File: config.mk
export PLATFORM = sky130hd
export DESIGN_NAME = program_sequencer
export DESIGN_NICKNAME = d
export VERILOG_FILES = /design/src/rtl/program_sequencer.sv
export SDC_FILE = /design/constraint.sdc
export NUM_CORES = 1
export LEC_CHECK = 0
export ABC_AREA = 1
export BUFFER_PORTS_ARGS = -buffer_cell sky130_fd_sc_hd__buf_2
export CORE_ASPECT_RATIO = 0.5
export CORE_UTILIZATION = 50
export DETAILED_ROUTE_END_ITERATION = 12
export PLACE_DENSITY = 0.75
export SETUP_SLACK_MARGIN = 0.1
export SKIP_CTS_REPAIR_TIMING = 1
export SLEW_MARGIN = 0
export SYNTH_ARGS = -nofsm -noshare
export SYNTH_HDL_FRONTEND = slang
export SYNTH_SLANG_ARGS = --single-unit
File: constraint.sdc
create_clock -name clk -period 2.8 [get_ports clk]
set_input_delay 0.28 -clock clk [delete_from_list [all_inputs] [get_ports clk]]
set_output_delay 0.28 -clock clk [all_outputs]
set_load 0.005 [all_outputs]
File: src/rtl/program_sequencer.sv
// Two-phase (FETCH/EXEC) program sequencer with a circular return-address stack.
// FETCH latches the instruction and increments pc. EXEC decodes branches,
// calls and returns, and can flush the following instruction on a skip request.
module program_sequencer #(
  parameter int STACK_DEPTH = 8
) (
  input  logic                           clk,
  input  logic                           reset,
  output logic [10:0]                    rom_addr,
  input  logic [13:0]                    rom_data,
  input  logic                           stall,
  input  logic                           skip,
  output logic [13:0]                    ir,
  output logic                           ir_valid,
  output logic [10:0]                    pc,
  output logic [$clog2(STACK_DEPTH)-1:0] sp,
  output logic                           stack_err
);

  localparam int SP_W    = $clog2(STACK_DEPTH);
  localparam int DEPTH_W = SP_W + 1;

  if (STACK_DEPTH < 2 || STACK_DEPTH > 16 || (1 << SP_W) != STACK_DEPTH) begin : g_bad_depth
    $error("STACK_DEPTH must be a power of two from 2 to 16");
  end

  typedef enum logic {
    FETCH = 1'b0,
    EXEC  = 1'b1
  } state_t;

  state_t             r_state;
  state_t             w_state_nxt;
  logic [10:0]        r_pc;
  logic [13:0]        r_ir;
  logic [SP_W-1:0]    r_sp;
  logic [DEPTH_W-1:0] r_depth;
  logic               r_flush;
  logic               r_err;
  logic [10:0]        r_stack [STACK_DEPTH];

  logic               w_is_goto;
  logic               w_is_call;
  logic               w_is_ret;
  logic               w_decode;
  logic               w_push;
  logic [SP_W-1:0]    w_sp_inc;
  logic [SP_W-1:0]    w_sp_dec;
  logic               w_full;
  logic               w_empty;

  assign rom_addr  = r_pc;
  assign pc        = r_pc;
  assign ir        = r_ir;
  assign sp        = r_sp;
  assign stack_err = r_err;
  assign ir_valid  = (r_state == EXEC) && !r_flush;

  assign w_is_goto = (r_ir[13:11] == 3'b101);
  assign w_is_call = (r_ir[13:11] == 3'b100);
  assign w_is_ret  = (r_ir == 14'h0008) || (r_ir[13:10] == 4'b1101);
  assign w_decode  = (r_state == EXEC) && !r_flush;
  assign w_push    = w_decode && w_is_call;
  assign w_sp_inc  = r_sp + SP_W'(1);
  assign w_sp_dec  = r_sp - SP_W'(1);
  assign w_full    = (r_depth == DEPTH_W'(STACK_DEPTH));
  assign w_empty   = (r_depth == '0);

  // Next-state: strict alternation between FETCH and EXEC
  always_comb begin
    w_state_nxt = FETCH;
    if (r_state == FETCH) w_state_nxt = EXEC;
  end

  // State register; stall freezes the phase
  always_ff @(posedge clk) begin
    if (reset)       r_state <= FETCH;
    else if (!stall) r_state <= w_state_nxt;
  end

  // Fetch latch, pc update, decode and stack bookkeeping
  always_ff @(posedge clk) begin
    if (reset) begin
      r_pc    <= '0;
      r_ir    <= '0;
      r_sp    <= '0;
      r_depth <= '0;
      r_flush <= 1'b0;
      r_err   <= 1'b0;
    end else if (!stall) begin
      if (r_state == FETCH) begin
        r_ir <= rom_data;
        r_pc <= r_pc + 11'd1;
      end else if (r_flush) begin
        r_flush <= 1'b0;
      end else if (w_is_goto) begin
        r_pc <= r_ir[10:0];
      end else if (w_is_call) begin
        r_sp <= w_sp_inc;
        r_pc <= r_ir[10:0];
        if (w_full) r_err   <= 1'b1;
        else        r_depth <= r_depth + DEPTH_W'(1);
      end else if (w_is_ret) begin
        r_sp <= w_sp_dec;
        r_pc <= r_stack[w_sp_dec];
        if (w_empty) r_err   <= 1'b1;
        else         r_depth <= r_depth - DEPTH_W'(1);
      end else if (skip) begin
        r_flush <= 1'b1;
      end
    end
  end

  // Return-address storage; pc already holds the return address during EXEC
  always_ff @(posedge clk) begin
    if (!reset && !stall && w_push) r_stack[r_sp] <= r_pc;
  end

endmodule

==> results.md, run 1 <==
* Full die area at 0.0119 mm²
* F_max at 420 MHz
* Worst-path maximum fanout at 21
* Number of failing setup endpoints in the final timing report at 0
* Maximum number of pins on one net before global-route repair at 49
* Via total after detailed routing at 4,575
* Setup TNS at 0 ps
* Clock-pin slew of the registers on the worst-case setup and hold paths at 60 ps
* Gpl congestion at 0.887
* Least-Margin Pin Slew at 859 ps
* Synth warnings at 0
* Critical path capture point type: flip-flop
* Result of the run: completed
* Antenna Violating Nets Remaining at 0
* Remaining design rule violation count at 0
* Placeable core region at 0.0110 mm²
* CTS buffer count at 17
* Row cnt at 27
* Worst path most repeated cell: sky130_fd_sc_hd__inv_2
* LEAKAGE at 2.86 nW
* Clock tree root buffer cell: sky130_fd_sc_hd__clkbuf_16
* Area growth from synthesis to final layout at 17.8%
* Worst setup startpoint: ir[13]
* Count of buffer and inverter cells on the critical path at 4
* Number of hold-slack violations in the final timing report at 0
* H-tree depth at 4
* CP Class: reg -> reg
* Post-layout nets at 713
* Insertion delay to the later sink of the worst-skew pair at 410 ps
* Syn nets at 655
* Starting density of the core at 51.7%
* Unrepaired setup endpoints after global routing: no
* Post-synthesis register bit count at 123
* Signal arrival time at the worst endpoint at 2500 ps
* Die Y-Extent at 77.6 µm
* Synthesized cell area at 0.00571 mm²
* Total routing resource utilization after global routing at 24.3%
* Clock Sink Count at 123
* Hold Startpoint: rom_data[6]
* Util after Layout at 61.0%
* Gate count of the mapped netlist at 631
* Min cycle time layout at 2380 ps
* Cell family with the largest share of critical-path delay: simple AND/OR/NAND/NOR gates
* Count of max-cap constraint violations at 0
* Period Utilization, post-route at 85.0%
* Antenna cells at 0
* Routed vias/inst at 5.40
* Worst r2r src: ir[13]
* Average footprint of a synthesized cell at 9.06 µm²
* Detailed Route Iter0 Violations at 469
* Maximum ir drop on the vdd rail at 0.538 mV
* Number of max-slew violations in the final report at 0
* Largest cells by area after synthesis: sky130_fd_sc_hd__edfxtp_1 (46%), sky130_fd_sc_hd__dfxtp_1 (12%), sky130_fd_sc_hd__nand2_1 (11%)
* Sequential cell area fraction in the yosys report at 58.5%
* Classification of the worst-slack hold path: in -> reg
* PortBufs at 58
* I/O pin count at 59
* Fraction of final layout cells with drive strength greater than 1 at 19.1%
* Library cells used by synthesis at 31
* Portion of synthesized cell area occupied by the leading cell type at 46.2%
* Total detailed-routing wirelength at 13.6 mm
* Number of optimization iterations in the first detailed-route pass at 5
* Leading area contributor after synthesis: sky130_fd_sc_hd__edfxtp_1
* Worst endpoint required time at 2920 ps
* Final clock skew at 7.17 ps
* CTS tree: built
* Vias in the first global route at 4,238
* Critical-path cell list: inv_2 -> nor2_4 -> inv_2 -> nor2_8 -> inv_2 -> nor4_2 -> nand2_1 -> nor3_2 -> buf_4
* Critical Path Max Stage Delay at 360 ps
* Antenna violations before repair at 0
* Power per unit of standard cell area at 682 mW/mm²
* First-pass GRT wire length at 21.9 mm
* Die width at 153 µm
* Dpl hpwl at 8.72 mm
* DR WL/cell at 16.0 µm
* Critical Path Slowest Stage Cell: sky130_fd_sc_hd__dfxtp_1
* Max Root-Sink Buffers at 2
* Startpoint types: flip-flop
* Max transition margin at 42.7%
* Layout filler cell count at 883
* Total overflow reported by the global router at 0
==> flip-flops by register name, indices dropped and copies added, names as in the netlist <==
| register | count |
|---|---|
| ir | 14 |
| r_stack | 88 |
| pc | 11 |
| sp | 3 |
| r_flush | 1 |
| r_depth | 4 |
| stack_err | 1 |
| r_state | 1 |
==> layout by cell type (no fill, tap or decap), types with 4 or more instances in the layout <==
cell type,synthesis,final
sky130_fd_sc_hd__nand2_1,160,160
sky130_fd_sc_hd__edfxtp_1,88,88
sky130_fd_sc_hd__nand3_1,77,77
sky130_fd_sc_hd__nor2_1,72,72
sky130_fd_sc_hd__buf_2,17,58
sky130_fd_sc_hd__inv_1,50,50
sky130_fd_sc_hd__o21ai_0,36,36
sky130_fd_sc_hd__dfxtp_1,35,35
sky130_fd_sc_hd__buf_4,12,21
sky130_fd_sc_hd__a21oi_1,20,20
sky130_fd_sc_hd__clkbuf_16,0,17
sky130_fd_sc_hd__nor3_2,0,7
sky130_fd_sc_hd__nand4_1,7,7
sky130_fd_sc_hd__or2_2,6,6
sky130_fd_sc_hd__ha_1,5,5
sky130_fd_sc_hd__clkinvlp_4,0,5
sky130_fd_sc_hd__inv_2,4,4
sky130_fd_sc_hd__nor3_1,11,4
sky130_fd_sc_hd__xor2_1,4,4
==> final timing paths <==
check	slack, ps	endpoint	cells past startpoint
hold / removal	90	ir[6]	3
setup reg to reg	420	r_stack[2][9]	9
setup / recovery	420	r_stack[2][9]	9
hold reg to reg	470	stack_err	1
==> layout make-up <==
class	instances	area [µm²]	share of cell area (%)
flip-flops and latches	123	3340	49.6
clock buffers	19	433	6.43
multi-input cells	414	1980	29.4
repair buffers	79	448	6.65
clock inverters	13	146	2.17
well taps	145	181	2.69
inverters	54	203	3.01
==> tightest hold or removal path: stages <==
cell	delay [ps]
sky130_fd_sc_hd__buf_2	80
sky130_fd_sc_hd__nor2_1	30
sky130_fd_sc_hd__nor2_1	80
==> synthesized netlist by cell type <==
master / n
sky130_fd_sc_hd__xnor2_1: 1
sky130_fd_sc_hd__xor2_1: 4
sky130_fd_sc_hd__o211ai_1: 1
sky130_fd_sc_hd__clkbuf_1: 10
sky130_fd_sc_hd__nand4_2: 1
sky130_fd_sc_hd__buf_6: 1
sky130_fd_sc_hd__o21a_1: 2
sky130_fd_sc_hd__edfxtp_1: 88
sky130_fd_sc_hd__ha_1: 5
sky130_fd_sc_hd__nand3_1: 77
sky130_fd_sc_hd__inv_2: 4
sky130_fd_sc_hd__nand3_4: 1
sky130_fd_sc_hd__nand3b_1: 1
sky130_fd_sc_hd__o21ai_0: 36
sky130_fd_sc_hd__nand4_1: 7
sky130_fd_sc_hd__or2_2: 6
sky130_fd_sc_hd__nor2_4: 1
sky130_fd_sc_hd__inv_1: 50
sky130_fd_sc_hd__a211oi_1: 2
sky130_fd_sc_hd__buf_2: 17
sky130_fd_sc_hd__nand2_2: 1
sky130_fd_sc_hd__nor3_1: 11
sky130_fd_sc_hd__dfxtp_1: 35
sky130_fd_sc_hd__nor2_8: 1
sky130_fd_sc_hd__nor4_2: 1
sky130_fd_sc_hd__nor2_1: 72
sky130_fd_sc_hd__nand2_1: 160
sky130_fd_sc_hd__nand3_2: 2
sky130_fd_sc_hd__a21oi_1: 20
sky130_fd_sc_hd__fa_1: 1
sky130_fd_sc_hd__buf_4: 12
==> stage by stage <==
stage	total power [W]	cell area [µm²]	instances	hold WS [ps]	setup slack, ps
after detailed placement	0.00250	6150	815	451	434
after floorplan	0.00235	5710	631	415	507
final	0.00459	6730	847	92.3	419
after global placement	0.00249	6150	815	443	509
after global routing	0.00475	6730	847	106	270
after CTS	0.00460	6730	847	82.6	420
==> where the power goes <==
group | switching, W | leakage [nW] | total, W | internal (W)
sequential | 0.0000719 | 1.09 | 0.00208 | 0.00201
combinational | 0.000247 | 1.50 | 0.000390 | 0.000143
clock | 0.000809 | 0.266 | 0.00212 | 0.00131
total | 0.00113 | 2.86 | 0.00459 | 0.00346
==> metal layers <==
| layer | GRT usage [%] | share of wire (%) | vias up |
|---|---|---|---|
| li1 | - | - | 2207 |
| met1 | 34.1 | 46 | 2167 |
| met2 | 37.5 | 46 | 189 |
| met3 | 6.26 | 7.2 | 12 |
| met4 | 6.46 | 0.73 | 0 |
| met5 | 0 | 0 | - |
==> kinds of logic (layout without fill, tap and decap cells) <==
logic type,count (synthesis),count (layout),share of synthesized area (%)
and+or+nand+nor,342,342,26.3
DFF,123,123,58.5
buffers and inverters,94,165,7.47
AOI/OAI and AO/OA,61,61,5.56
adders and majority gates,6,6,1.45
xor gates and xnor gates,5,5,0.766
Note: power is estimated with default switching activity, not from simulation.
==> run 2, diff against run 1 <==
Settings changed: CTS_BUF_LIST set to sky130_fd_sc_hd__clkbuf_4 sky130_fd_sc_hd__clkbuf_8, PLACE_DENSITY 0.75 to not set, PLACE_DENSITY_LB_ADDON set to 0.25.
==> run 2 against run 1 <==
Register-to-register slack better by 90 ps. Sequential cell count unchanged. Utilization down 1.6 points. Final area down 2.6%. Worst setup slack better by 94 ps. Critical path type unchanged. Clock skew up 7.6 ps. Hold slack worse by 31 ps. Via count down 1.7%. Clock power down 30%. Fmax up 4.1%. Power down 14%.
==> results.md, run 2 (synthesis gave the netlist of run 1 again) <==
* LEAKAGE at 2.80 nW (-2.1%)
* H-tree depth at 4 (unchanged)
* Fraction of met1 tracks used by global routing at 34.6% (+0.45 points)
* Worst endpoint required time at 2940 ps (+20 ps)
* Total detailed-routing wirelength at 13.2 mm (-3.0%)
* Result of the run: completed
* Dpl hpwl at 8.97 mm (+2.9%)
* Global-route track usage on met3 at 5.81% (-0.45 points)
* Insertion delay to the later sink of the worst-skew pair at 440 ps (+30 ps)
* F_max at 437 MHz (+4.1%)
* Max FFs per register at 88 (unchanged)
* Share of power burned in registers at 51.8% (+6.5 points)
* Row cnt at 27 (unchanged)
* CP Class: reg -> reg
* Die width at 153 µm (unchanged)
* Internal power consumption at 0.00295 W (-15%)
* Critical path capture point type: flip-flop
* Most common cell after layout, fill and taps aside: sky130_fd_sc_hd__nand2_1
* Clock Sink Count at 123 (unchanged)
* Count of max-cap constraint violations at 0 (unchanged)
* Full die area at 0.0119 mm² (unchanged)
* Total placed instance area at 0.00618 mm² (+0.45%)
* Maximum number of pins on one net before global-route repair at 49 (unchanged)
* Placeable core region at 0.0110 mm² (unchanged)
* Startpoint types: flip-flop
* PortBufs at 58 (unchanged)
* Setup TNS at 0 ps (unchanged)
* DP Worst Slack at 565 ps (+130 ps)
* Detailed Route Iter0 Violations at 462 (-1.5%)
* Antenna Violating Nets Remaining at 0 (unchanged)
* Layout filler cell count at 940 (+6.5%)
* First-pass GRT wire length at 21.2 mm (-3.2%)
* Max transition margin at 43.9% (+1.2 points)
* Least-Margin Pin Slew at 840 ps (-18.3 ps)
* Via total after detailed routing at 4,495 (-1.7%)
* Register bank with the most flops: r_stack
* Highest-count cells in the layout ignoring fill and taps: sky130_fd_sc_hd__nand2_1 (160), sky130_fd_sc_hd__edfxtp_1 (88), sky130_fd_sc_hd__nand3_1 (77), sky130_fd_sc_hd__nor2_1 (72), sky130_fd_sc_hd__buf_2 (58)
* Number of optimization iterations in the first detailed-route pass at 5 (unchanged)
* Power per unit of standard cell area at 604 mW/mm² (-11%)
* Switching power at 0.00101 W (-10%)
* Total routing resource utilization after global routing at 23.7% (-0.63 points)
* Remaining design rule violation count at 0 (unchanged)
* I/O pin count at 59 (unchanged)
* Min cycle time layout at 2290 ps (-94.4 ps)
* Routed vias/inst at 5.29 (-2.1%)
* Share of power burned in combinational logic at 10.5% (+2.0 points)
* Number of hold-slack violations in the final timing report at 0 (unchanged)
* DR WL/cell at 15.5 µm (-3.3%)
* Proportion of power drawn by the clock network at 37.7% (-8.5 points)
* Most used routing layer: met1
* Period Utilization, post-route at 81.7% (-3.4 points)
* Signal arrival time at the worst endpoint at 2430 ps (-70 ps)
* Post-route cell area at 0.00656 mm² (-2.6%)
* Maximum ir drop on the vdd rail at 0.319 mV (-41%)
* Clock tree root buffer cell: sky130_fd_sc_hd__clkbuf_8
* CTS buffer count at 17 (unchanged)
* Fraction of final layout cells with drive strength greater than 1 at 19.7% (+0.63 points)
* Global-route met2 utilization at 33.8% (-3.7 points)
* Gpl congestion at 0.829 (-6.5%)
* Critical Path Slowest Stage Cell: sky130_fd_sc_hd__dfxtp_1
* Final cell count without fillers at 850 (+0.35%)
* Final clock skew at 14.7 ps (+7.55 ps)
* Worst-path maximum fanout at 21 (unchanged)
* Post-layout nets at 716 (+0.42%)
* Antenna violations before repair at 0 (unchanged)
* Util after Layout at 59.4% (-1.6 points)
* Max Root-Sink Buffers at 2 (unchanged)
* Worst setup margin at 514 ps (+94.4 ps)
* Antenna cells at 0 (unchanged)
* Vias in the first global route at 4,104 (-3.2%)
* Critical-path cell list: inv_2 -> nor2_4 -> inv_2 -> nor2_8 -> inv_2 -> nor4_2 -> nand2_1 -> nor3_2 -> buf_4
* Worst path most repeated cell: sky130_fd_sc_hd__inv_2
* Critical Path Max Stage Delay at 370 ps (about the same)
* Unrepaired setup endpoints after global routing: no
* CTS tree: built
* Clock-pin slew of the registers on the worst-case setup and hold paths at 80 ps (+20 ps)
* Area growth from synthesis to final layout at 14.8%
* Number of max-slew violations in the final report at 0 (unchanged)
* Starting density of the core at 51.7% (unchanged)
* Total instance count after detailed placement at 818 (+0.37%)
* Number of failing setup endpoints in the final timing report at 0 (unchanged)
* Sw frac at 25.5% (+0.98 points)
* Total overflow reported by the global router at 0 (unchanged)
* Die Y-Extent at 77.6 µm (unchanged)
* Classification of the worst-slack hold path: in -> reg
==> run 2: cell types whose count changed in the layout (fill, tap and decap cells not counted), moves of 3 or more <==
| cell | before | now |
|---|---|---|
| sky130_fd_sc_hd__clkinv_2 | 1 | 5 |
| sky130_fd_sc_hd__buf_4 | 21 | 24 |
| sky130_fd_sc_hd__clkbuf_16 | 17 | 0 |
| sky130_fd_sc_hd__clkbuf_8 | 0 | 17 |
==> run 2: worst paths after layout <==
check | from | cells past startpoint | endpoint | slack (ps)
max | ir[13] | 9 | r_stack[0][9] | 510
min | rom_data[5] | 3 | ir[5] | 60
max reg2reg | ir[13] | 9 | r_stack[0][9] | 510
min reg2reg | stack_err | 1 | stack_err | 460
==> run 2: final cells by class <==
cell class              instances  area [µm²]  share of cell area (%)
multi-input cells             414        1980                    30.3
clock buffers                  19         249                    3.80
inverters                      54         203                    3.09
well taps                     145         181                    2.77
flip-flops and latches        123        3340                    51.0
clock inverters                13         128                    1.95
repair buffers                 82         470                    7.17
==> run 2: stage by stage <==
step	hold slack [ps]	total power, W
final	61.4	0.00396
after global routing	64.0	0.00412
after CTS	44.6	0.00397
after detailed placement	453	0.00251
after global placement	442	0.00250
after floorplan	415	0.00235
==> run 2: power groups by stage <==
stage / clock [W] / sequential [W] / combinational, W
after floorplan: 0 / 0.00210 / 0.000251
after global placement: 0 / 0.00209 / 0.000407
after detailed placement: 0 / 0.00209 / 0.000413
after CTS: 0.00151 / 0.00205 / 0.000415
after global routing: 0.00159 / 0.00206 / 0.000469
final: 0.00149 / 0.00205 / 0.000415
==> run 2: worst max-delay path: cells and delay by family, from the launching register on <==
family,cells,cell delay (ps)
AND/OR/NAND/NOR,5,1010
buffers and inverters,4,590
flip-flops,1,370
==> run 2: metal layers <==
layer,part of all wire [%],wire length [µm]
met1,50,6530
met2,42,5560
met3,7.1,932
met4,1.1,143
met5,0,0
